`config.mk`:
```
export PLATFORM = sky130hd
export DESIGN_NAME = block_sf_stereo_param
export DESIGN_NICKNAME = d
export VERILOG_FILES = /design/src/rtl/block_sf_stereo_param.sv
export SDC_FILE = /design/constraint.sdc
export NUM_CORES = 1
export LEC_CHECK = 0
export CAP_MARGIN = 30
export CORE_MARGIN = 1.5
export CORE_UTILIZATION = 56
export CTS_BUF_LIST = sky130_fd_sc_hd__clkbuf_4
export DETAILED_ROUTE_END_ITERATION = 8
export HOLD_SLACK_MARGIN = 0.05
export MAX_ROUTING_LAYER = met4
export PLACE_DENSITY = 0.79
export SLEW_MARGIN = 30
export SYNTH_ARGS = -nofsm -noshare
export SYNTH_HDL_FRONTEND = slang
export SYNTH_SLANG_ARGS = --single-unit
```
`constraint.sdc`:
```
create_clock -name clock -period 4.38 [get_ports clock]
set_clock_uncertainty 0.05 [all_clocks]
set_input_delay 0.438 -clock clock [delete_from_list [all_inputs] [get_ports clock]]
set_output_delay 0.438 -clock clock [all_outputs]
set_load 0.02 [all_outputs]
```
`src/rtl/block_sf_stereo_param.sv`:
```
// Stereo sum/difference scaler: forms L+R and L-R, applies per-path gains, rounds and saturates.
// Three-stage pipeline with a valid/ack handshake that stalls every stage together.
module block_sf_stereo_param #(
    parameter int unsigned WIDTH = 18,
    parameter int unsigned KW    = 4,
    parameter int unsigned FRAC  = 3
) (
    input  logic                    clock,
    input  logic                    reset,
    input  logic signed [WIDTH-1:0] LEFT,
    input  logic signed [WIDTH-1:0] RIGHT,
    input  logic        [KW-1:0]    Ks,
    input  logic        [KW-1:0]    Kd,
    input  logic                    mono,
    input  logic                    in_valid,
    output logic                    in_ready,
    input  logic                    out_ack,
    output logic signed [WIDTH-1:0] LI_in_LpR,
    output logic signed [WIDTH-1:0] LI_in_LmR,
    output logic                    ready_out_LpR,
    output logic                    ready_out_LmR,
    output logic                    sat_flag
);

    localparam int unsigned SW = WIDTH + 1;
    localparam int unsigned PW = WIDTH + KW + 2;
    // One guard bit so adding the rounding constant can never wrap.
    localparam int unsigned RW = PW + 1;

    localparam logic signed [RW-1:0] Half   = RW'(1) << (FRAC - 1);
    localparam logic signed [RW-1:0] OutMax = {{(RW - WIDTH + 1){1'b0}}, {(WIDTH - 1){1'b1}}};
    localparam logic signed [RW-1:0] OutMin = {{(RW - WIDTH + 1){1'b1}}, {(WIDTH - 1){1'b0}}};

    logic                    v1_q, v2_q, v3_q;
    logic signed [SW-1:0]    s_q, d_q, s_d, d_d;
    logic        [KW-1:0]    ks_q, kd_q;
    logic signed [PW-1:0]    p_q, q_q, p_d, q_d;
    logic signed [WIDTH-1:0] lpr_q, lmr_q, lpr_d, lmr_d;
    logic                    sat_q;
    logic                    sat_lp, sat_lm;
    logic                    adv;
    logic signed [RW-1:0]    rp, rq;

    always_comb begin
        adv = !v3_q || out_ack;

        s_d = SW'(LEFT) + SW'(RIGHT);
        d_d = mono ? '0 : SW'(LEFT) - SW'(RIGHT);

        p_d = PW'(s_q) * $signed(PW'(ks_q));
        q_d = PW'(d_q) * $signed(PW'(kd_q));

        rp = (RW'(p_q) + Half) >>> FRAC;
        rq = (RW'(q_q) + Half) >>> FRAC;

        sat_lp = 1'b0;
        sat_lm = 1'b0;
        lpr_d  = rp[WIDTH-1:0];
        lmr_d  = rq[WIDTH-1:0];
        if (rp > OutMax) begin
            lpr_d  = OutMax[WIDTH-1:0];
            sat_lp = 1'b1;
        end else if (rp < OutMin) begin
            lpr_d  = OutMin[WIDTH-1:0];
            sat_lp = 1'b1;
        end
        if (rq > OutMax) begin
            lmr_d  = OutMax[WIDTH-1:0];
            sat_lm = 1'b1;
        end else if (rq < OutMin) begin
            lmr_d  = OutMin[WIDTH-1:0];
            sat_lm = 1'b1;
        end
    end

    always_ff @(posedge clock or negedge reset) begin
        if (!reset) begin
            v1_q  <= 1'b0;
            v2_q  <= 1'b0;
            v3_q  <= 1'b0;
            s_q   <= '0;
            d_q   <= '0;
            ks_q  <= '0;
            kd_q  <= '0;
            p_q   <= '0;
            q_q   <= '0;
            lpr_q <= '0;
            lmr_q <= '0;
            sat_q <= 1'b0;
        end else if (adv) begin
            v1_q <= in_valid;
            v2_q <= v1_q;
            v3_q <= v2_q;
            if (in_valid) begin
                s_q  <= s_d;
                d_q  <= d_d;
                ks_q <= Ks;
                kd_q <= Kd;
            end
            if (v1_q) begin
                p_q <= p_d;
                q_q <= q_d;
            end
            // Bubbles leave the last result on the outputs; only real samples update them.
            if (v2_q) begin
                lpr_q <= lpr_d;
                lmr_q <= lmr_d;
                if (sat_lp || sat_lm) begin
                    sat_q <= 1'b1;
                end
            end
        end
    end

    always_comb begin
        in_ready      = adv;
        LI_in_LpR     = lpr_q;
        LI_in_LmR     = lmr_q;
        ready_out_LpR = v3_q;
        ready_out_LmR = v3_q;
        sat_flag      = sat_q;
    end

endmodule

```
==> run_results.csv, run 1 <==
group,metric,value,unit
outcome,outcome,"finished, final reports clean",
yosys,synthesis.area,0.01272,mm2
place,dpl.hpwl,21140,um
clock_network,h-tree-depth,4,
drt,ant_nets,0,
sta,tns,0,ns
drt,drtPass1Iterations,5,
drt,dr_wl_met3,1064,um
global_routing,grt_pass1_wl,45570,um
cells_and_area,fin_util,0.6562,
clock_network,root_buffer,"clkbuf_4",
cells_and_area,drive_gt1_frac,0.07298,
critical_path,rr_worst_depth,16,
critical_path,worstPathRequired,4.73,ns
pwr,peakVddDrop,0.3083,mV
floorplan,ioPinCount,89,
yosys,synth_area_leaders,"dfrtp_1 26%, fa_1 13%, ha_1 13%, and2_1 5.9%, inv_1 5.7%",
floorplan,dieArea,0.02362,mm2
critical_path,cp-startpoint,"ks_q[3]",
critical_path,r2r-start,"ks_q[3]",
drt,wire_per_inst,14.60,um
sta,fin_crit_sh,0.9682,
floorplan,initial_core_util,0.5774,
critical_path,cp_slowest_cell,"fa_1",
sta,worst_slack,0.1392,ns
floorplan,die_h,153.7,um
sta,hold_viol,0,
min_path,hp-class,"in -> async",
critical_path,crit_chain,"buf_4 > and2_1 > ha_1 > fa_1 > inv_1 > fa_1 > inv_1 > ha_4 > a21o_1 > a21oi_1 > nor2b_1 > a311o_1 > and2_1 > a2111oi_4 > xnor2_1 > o21ai_0",
cells_and_area,layout.nets,1806,
pwr,finalPower,0.008919,W
sta,finalSetupViolations,0,
yosys,ys_seq_area_frac,0.2558,
sta,tightest_slew,0.7079,ns
sta,hold_ws,0.4066,ns
clock_network,clock_sinks,130,
sta,slew_viol_final,0,
sta,clock.fmax,235.8,MHz
floorplan,fp.dieW,153.7,um
cells_and_area,area_growth,13.65,%
place,gp_congestion,0.9353,
critical_path,worstPathArrival,4.60,ns
critical_path,critPathTopFamily,"adder cells",
drt,wl_met2,12180,um
drt,vias,10012,
yosys,synth_warnings,0,
yosys,synth-edff-count,0,
critical_path,cp.buffers_inverters,3,
drt,maxUsedRoutingLayer,"met4",
place,io_buffers,88,
yosys,synth_top_cells_by_count,"193 x inv_1, 164 x nand2_1, 130 x dfrtp_1",
critical_path,worstSetupPathType,"reg -> reg",
global_routing,grt_pass1_vias,9688,
floorplan,coreArea,0.02203,mm2
yosys,syn_inst,1472,
pwr,powerDensity,617.1,mW/mm2
clock_network,cts_buffers,17,
yosys,synth-main-ff-cell,"dfrtp_1",
sta,slew_headroom,0.5281,
pwr,p_leak,6.973,nW
drt,viasPerCell,5.432,
global_routing,grt_overflow_total,0,
yosys,synth_most_common_cell,"inv_1",
clock_network,clockBufferDepth,2,
global_routing,gr-usage-all-layers,0.2386,
critical_path,slowest_delay,0.55,ns
place,place_ws,0.03568,ns
yosys,synth_top_area_frac,0.2558,
yosys,synth_area_per_cell,8.639,um2
clock_network,tritoncts,"done",
floorplan,row_count,54,
drt,drc_errors,0,
critical_path,critPathLaunchType,"flip-flop",
critical_path,reg2reg_slack,0.14,ns
yosys,syn_nets,1729,
critical_path,cp-end-kind,"flip-flop",
yosys,async_reset_ff_frac,1.000,
yosys,synth_top_area_cell,"dfrtp_1",
drt,wirelength,26920,um
clock_network,insertion_delay,0.55,ns
global_routing,antenna_found_initial,1,
run,max_cap_violations,0,
critical_path,r2r-end,"p_q[23]",
yosys,synth.distinct_cells,73,
drt,drt_iter0_markers,527,
clock_network,clk_pin_slew_worst_paths,0.14,ns
drt,wl_met1,13210,um
yosys,synth_seq_cells,130,
sta,post-route-min-period,4.241,ns
global_routing,grt_max_degree,75,
critical_path,worstPathMaxFanout,7,
==> final cells by class <==
cell class | instances | area, um2
Antenna cell | 1 | 2.502
Clock inverter | 15 | 251.5
Sequential cell | 130 | 3258
Tap cell | 280 | 350.3
Timing Repair Buffer | 121 | 1136
Multi-Input combinational cell | 1085 | 8598
Clock buffer | 17 | 127.6
Inverter | 194 | 728.2
Fill cell | 1800 | 7574
==> where the power goes <==
part	internal (W)	switching, W
Sequential	0.00167	0.000510
Combinational	0.00254	0.00312
Clock	0.000575	0.000497
==> registers in the layout (all words and copies together), names as in the netlist <==
register / count
p_q: 22
sat_flag: 1
q_q: 22
v1_q: 1
LI_in_LpR: 18
LI_in_LmR: 18
s_q: 19
ready_out_LmR: 1
kd_q: 4
ks_q: 4
d_q: 19
v2_q: 1
==> kinds of logic (layout without fill, tap and decap cells) <==
kind of cell | Yosys count | in the layout | synth area share
xor+xnor | 98 | 98 | 0.06749
flops | 130 | 130 | 0.2558
compound gates | 306 | 306 | 0.1544
fa+ha+maj | 208 | 208 | 0.2519
simple gates | 461 | 461 | 0.1823
buf+inv | 257 | 347 | 0.07782
other cells | 0 | 1 | 0
mux | 12 | 12 | 0.01033
==> placed cells by master, fill, tap and decap left out, drive strengths merged, types with 6 or more instances in the layout <==
master,Yosys,final
inv,193,197
nand2,164,164
dfrtp,130,130
ha,128,128
and2,119,119
o21ai,107,107
clkdlybuf4s50,0,87
fa,80,80
nor2,73,73
a21oi,69,69
xnor2,60,60
xor2,38,38
buf,7,32
nand3,20,20
a21o,18,18
clkbuf,56,18
o22a,16,16
nor3,16,16
nand4,14,14
and3,13,13
a22o,13,13
o31ai,11,11
a211oi,11,11
nand2b,9,9
nor2b,9,9
mux2,9,9
o21bai,9,9
bufinv,0,6
o211ai,6,6
==> routing by layer <==
metal  vias up  global-route usage
li1       5029                   -
met1      4678              0.3376
met2       272              0.3672
met3        33             0.02452
met4         0             0.06426
met5         -                   -
==> worst max path at each step <==
| stage | to | cells after the start |
|---|---|---|
| 6_report | p_q[23] | 16 |
| 5_1_grt | p_q[17] | 16 |
| 4_1_cts | q_q[17] | 16 |
| 3_5_place_dp | q_q[17] | 16 |
| 3_3_place_gp | p_q[23] | 15 |
| 2_1_floorplan | q_q[23] | 16 |
==> metrics by stage <==
step	instances	cell area [um2]
finish	1843	14450
floorplan	1472	12720
global route	1843	14450
CTS	1834	14260
global placement	1800	13860
detailed placement	1800	13860
==> timing repair <==
item	4_1_cts	5_1_grt
endpoints found under the hold margin	51	0
pin swaps	0	9
buffers inserted	1	8
hold buffers	1	0
endpoints found under the setup margin	1	18
resized for setup	0	31
(Power assumes the default switching activity.)
==> run 2, diff against run 1 <==
- CORE_MARGIN: 1.5 -> 2
==> run_results.csv, run 2 (synthesized netlist as in run 1, its figures left out) <==
group,metric,value,unit
critical_path,worstPathArrival,4.64,ns
clock_network,h-tree-depth,4,
critical_path,slowest_delay,0.55,ns
critical_path,cp.buffers_inverters,2,
sta,hold_viol,0,
critical_path,cp-end-kind,"flip-flop",
cells_and_area,largest_registers,"p_q: 22 flops, q_q: 22 flops",
floorplan,die_h,154.7,um
clock_network,clock_sinks,130,
global_routing,grt_pass1_wl,45040,um
critical_path,r2r-start,"s_q[5]",
cells_and_area,final_common_cell,"inv_1",
place,post-place-cells,1806,
floorplan,fp.dieW,154.7,um
clock_network,clk_pin_slew_worst_paths,0.13,ns
place,io_buffers,88,
critical_path,cp_slowest_cell,"fa_1",
floorplan,initial_core_util,0.5669,
sta,tns,0,ns
global_routing,antenna_found_initial,1,
critical_path,critPathLaunchType,"flip-flop",
clock_network,clockBufferDepth,2,
critical_path,rr_worst_depth,15,
pwr,powerDensity,619.6,mW/mm2
sta,slew_headroom,0.3914,
cells_and_area,layout.nets,1811,
sta,post-route-min-period,4.292,ns
floorplan,ioPinCount,89,
drt,drt_iter0_markers,637,
cells_and_area,instances_no_fill,1853,
global_routing,grt_pass1_vias,9434,
drt,ant_nets,0,
global_routing,gr-usage-all-layers,0.2338,
floorplan,row_count,55,
global_routing,use_met2,0.3591,
outcome,outcome,"finished, violations left",
clock_network,root_buffer,"clkbuf_4",
critical_path,worstPathRequired,4.73,ns
drt,wirelength,27000,um
cells_and_area,finish.instance_area,0.01460,mm2
drt,drc_errors,1,
cells_and_area,fin_util,0.6508,
floorplan,coreArea,0.02243,mm2
floorplan,dieArea,0.02393,mm2
critical_path,worstSetupPathType,"reg -> reg",
critical_path,critPathTopFamily,"adder cells",
place,dpl.hpwl,21050,um
critical_path,crit_chain,"and2_1 > ha_1 > fa_1 > inv_1 > fa_1 > inv_1 > ha_1 > o21a_1 > o21ai_0 > a31oi_1 > a311o_1 > and2_4 > a2111oi_4 > xnor2_1 > o21ai_1",
global_routing,grtUsageMet3,0.02606,
min_path,hp-class,"in -> async",
sta,slew_viol_final,0,
cells_and_area,drive_gt1_frac,0.08615,
sta,finalSetupViolations,0,
critical_path,reg2reg_slack,0.09,ns
run,max_cap_violations,0,
drt,wire_per_inst,14.57,um
sta,fin_crit_sh,0.9798,
clock_network,cts_buffers,17,
critical_path,r2r-end,"p_q[23]",
sta,clock.fmax,233.0,MHz
clock_network,tritoncts,"done",
cells_and_area,layout_common_cells,"193 x inv_1, 162 x nand2_1, 125 x dfrtp_1",
critical_path,worstPathMaxFanout,5,
outcome,violations,"design-rule violations",
drt,viasPerCell,5.385,
place,placed_area,0.01389,mm2
clock_network,insertion_delay,0.56,ns
drt,vias,9979,
sta,tightest_slew,0.9095,ns
cells_and_area,fillers,1852,
drt,drtPass1Iterations,7,
cells_and_area,area_growth,14.81,%
global_routing,grt_overflow_total,0,
place,gp_congestion,0.8863,
global_routing,grt_max_degree,74,
pwr,peakVddDrop,0.3002,mV
global_routing,top_usage_layer,"met2",
pwr,p_leak,6.994,nW
global_routing,grtUsageMet1,0.3323,
run 2: through the flow:
| stage | hold WS (ns) | setup WS [ns] | power [W] |
|---|---|---|---|
| 2_1_floorplan | 0.09241 | 0.06113 | 0.006105 |
| 3_3_place_gp | 0.4020 | 0.09575 | 0.007454 |
| 3_5_place_dp | 0.4132 | -0.004524 | 0.007607 |
| 4_1_cts | 0.4000 | 0.005469 | 0.008734 |
| 5_1_grt | 0.4096 | -0.1351 | 0.009936 |
| 6_report | 0.4040 | 0.08847 | 0.009047 |
run 2: worst reg2reg max path, delay by kind of cell, from the launching register on:
kind | cells | cell delay, ns
compound gates | 6 | 1.27
flops | 1 | 0.46
xor+xnor | 1 | 0.17
buf+inv | 2 | 0.10
simple gates | 2 | 0.36
fa+ha+maj | 4 | 1.74
run 2: cell type report:
type                            instances  area [um2]  area share
Timing Repair Buffer                  126        1179     0.08073
Inverter                              194       728.2     0.04988
Clock inverter                         14       249.0     0.01705
Tap cell                              285       356.6     0.02442
Sequential cell                       130        3259      0.2232
Clock buffer                           18       135.1    0.009255
Multi-Input combinational cell       1085        8691      0.5953
Antenna cell                            1       2.502   0.0001714
run 2: worst max path at each step:
stage             from  endpoint  slack (ns)  depth (start not counted)
2_1_floorplan  kd_q[2]   q_q[23]        0.06                         16
5_1_grt         s_q[4]   p_q[21]       -0.14                         15
4_1_cts        ks_q[2]   p_q[23]       0.005                         15
3_3_place_gp   ks_q[2]   p_q[23]         0.1                         15
3_5_place_dp   ks_q[2]   p_q[23]      -0.005                         15
6_report        s_q[5]   p_q[23]        0.09                         15
run 2: power breakdown:
group / total, W / switching, W / internal, W
combinational: 0.00580 / 0.00317 / 0.00263
clock: 0.00107 / 0.000488 / 0.000584
sequential: 0.00218 / 0.000506 / 0.00167
run 2: per-layer routing:
layer / vias to the layer above / routed length, um
met5: - / 0
met4: 0 / 418
met3: 32 / 1072
met2: 258 / 12220
met1: 4659 / 13290
li1: 5030 / -
run 2: repair_timing:
action / 4_1_cts / 5_1_grt
resized for setup: 2 / 48
setup buffers: 0 / 13
endpoints found under the setup margin: 1 / 18
hold buffers: 1 / 0
hold endpoints to repair: 57 / 0
cloned: 0 / 0
pin swaps: 0 / 15
==> run 3, diff against run 2 <==
- CAP_MARGIN: 30 -> 20
==> results of run 3 <==
Same layout as run 2: the final DEF is identical, and so are final timing and power.
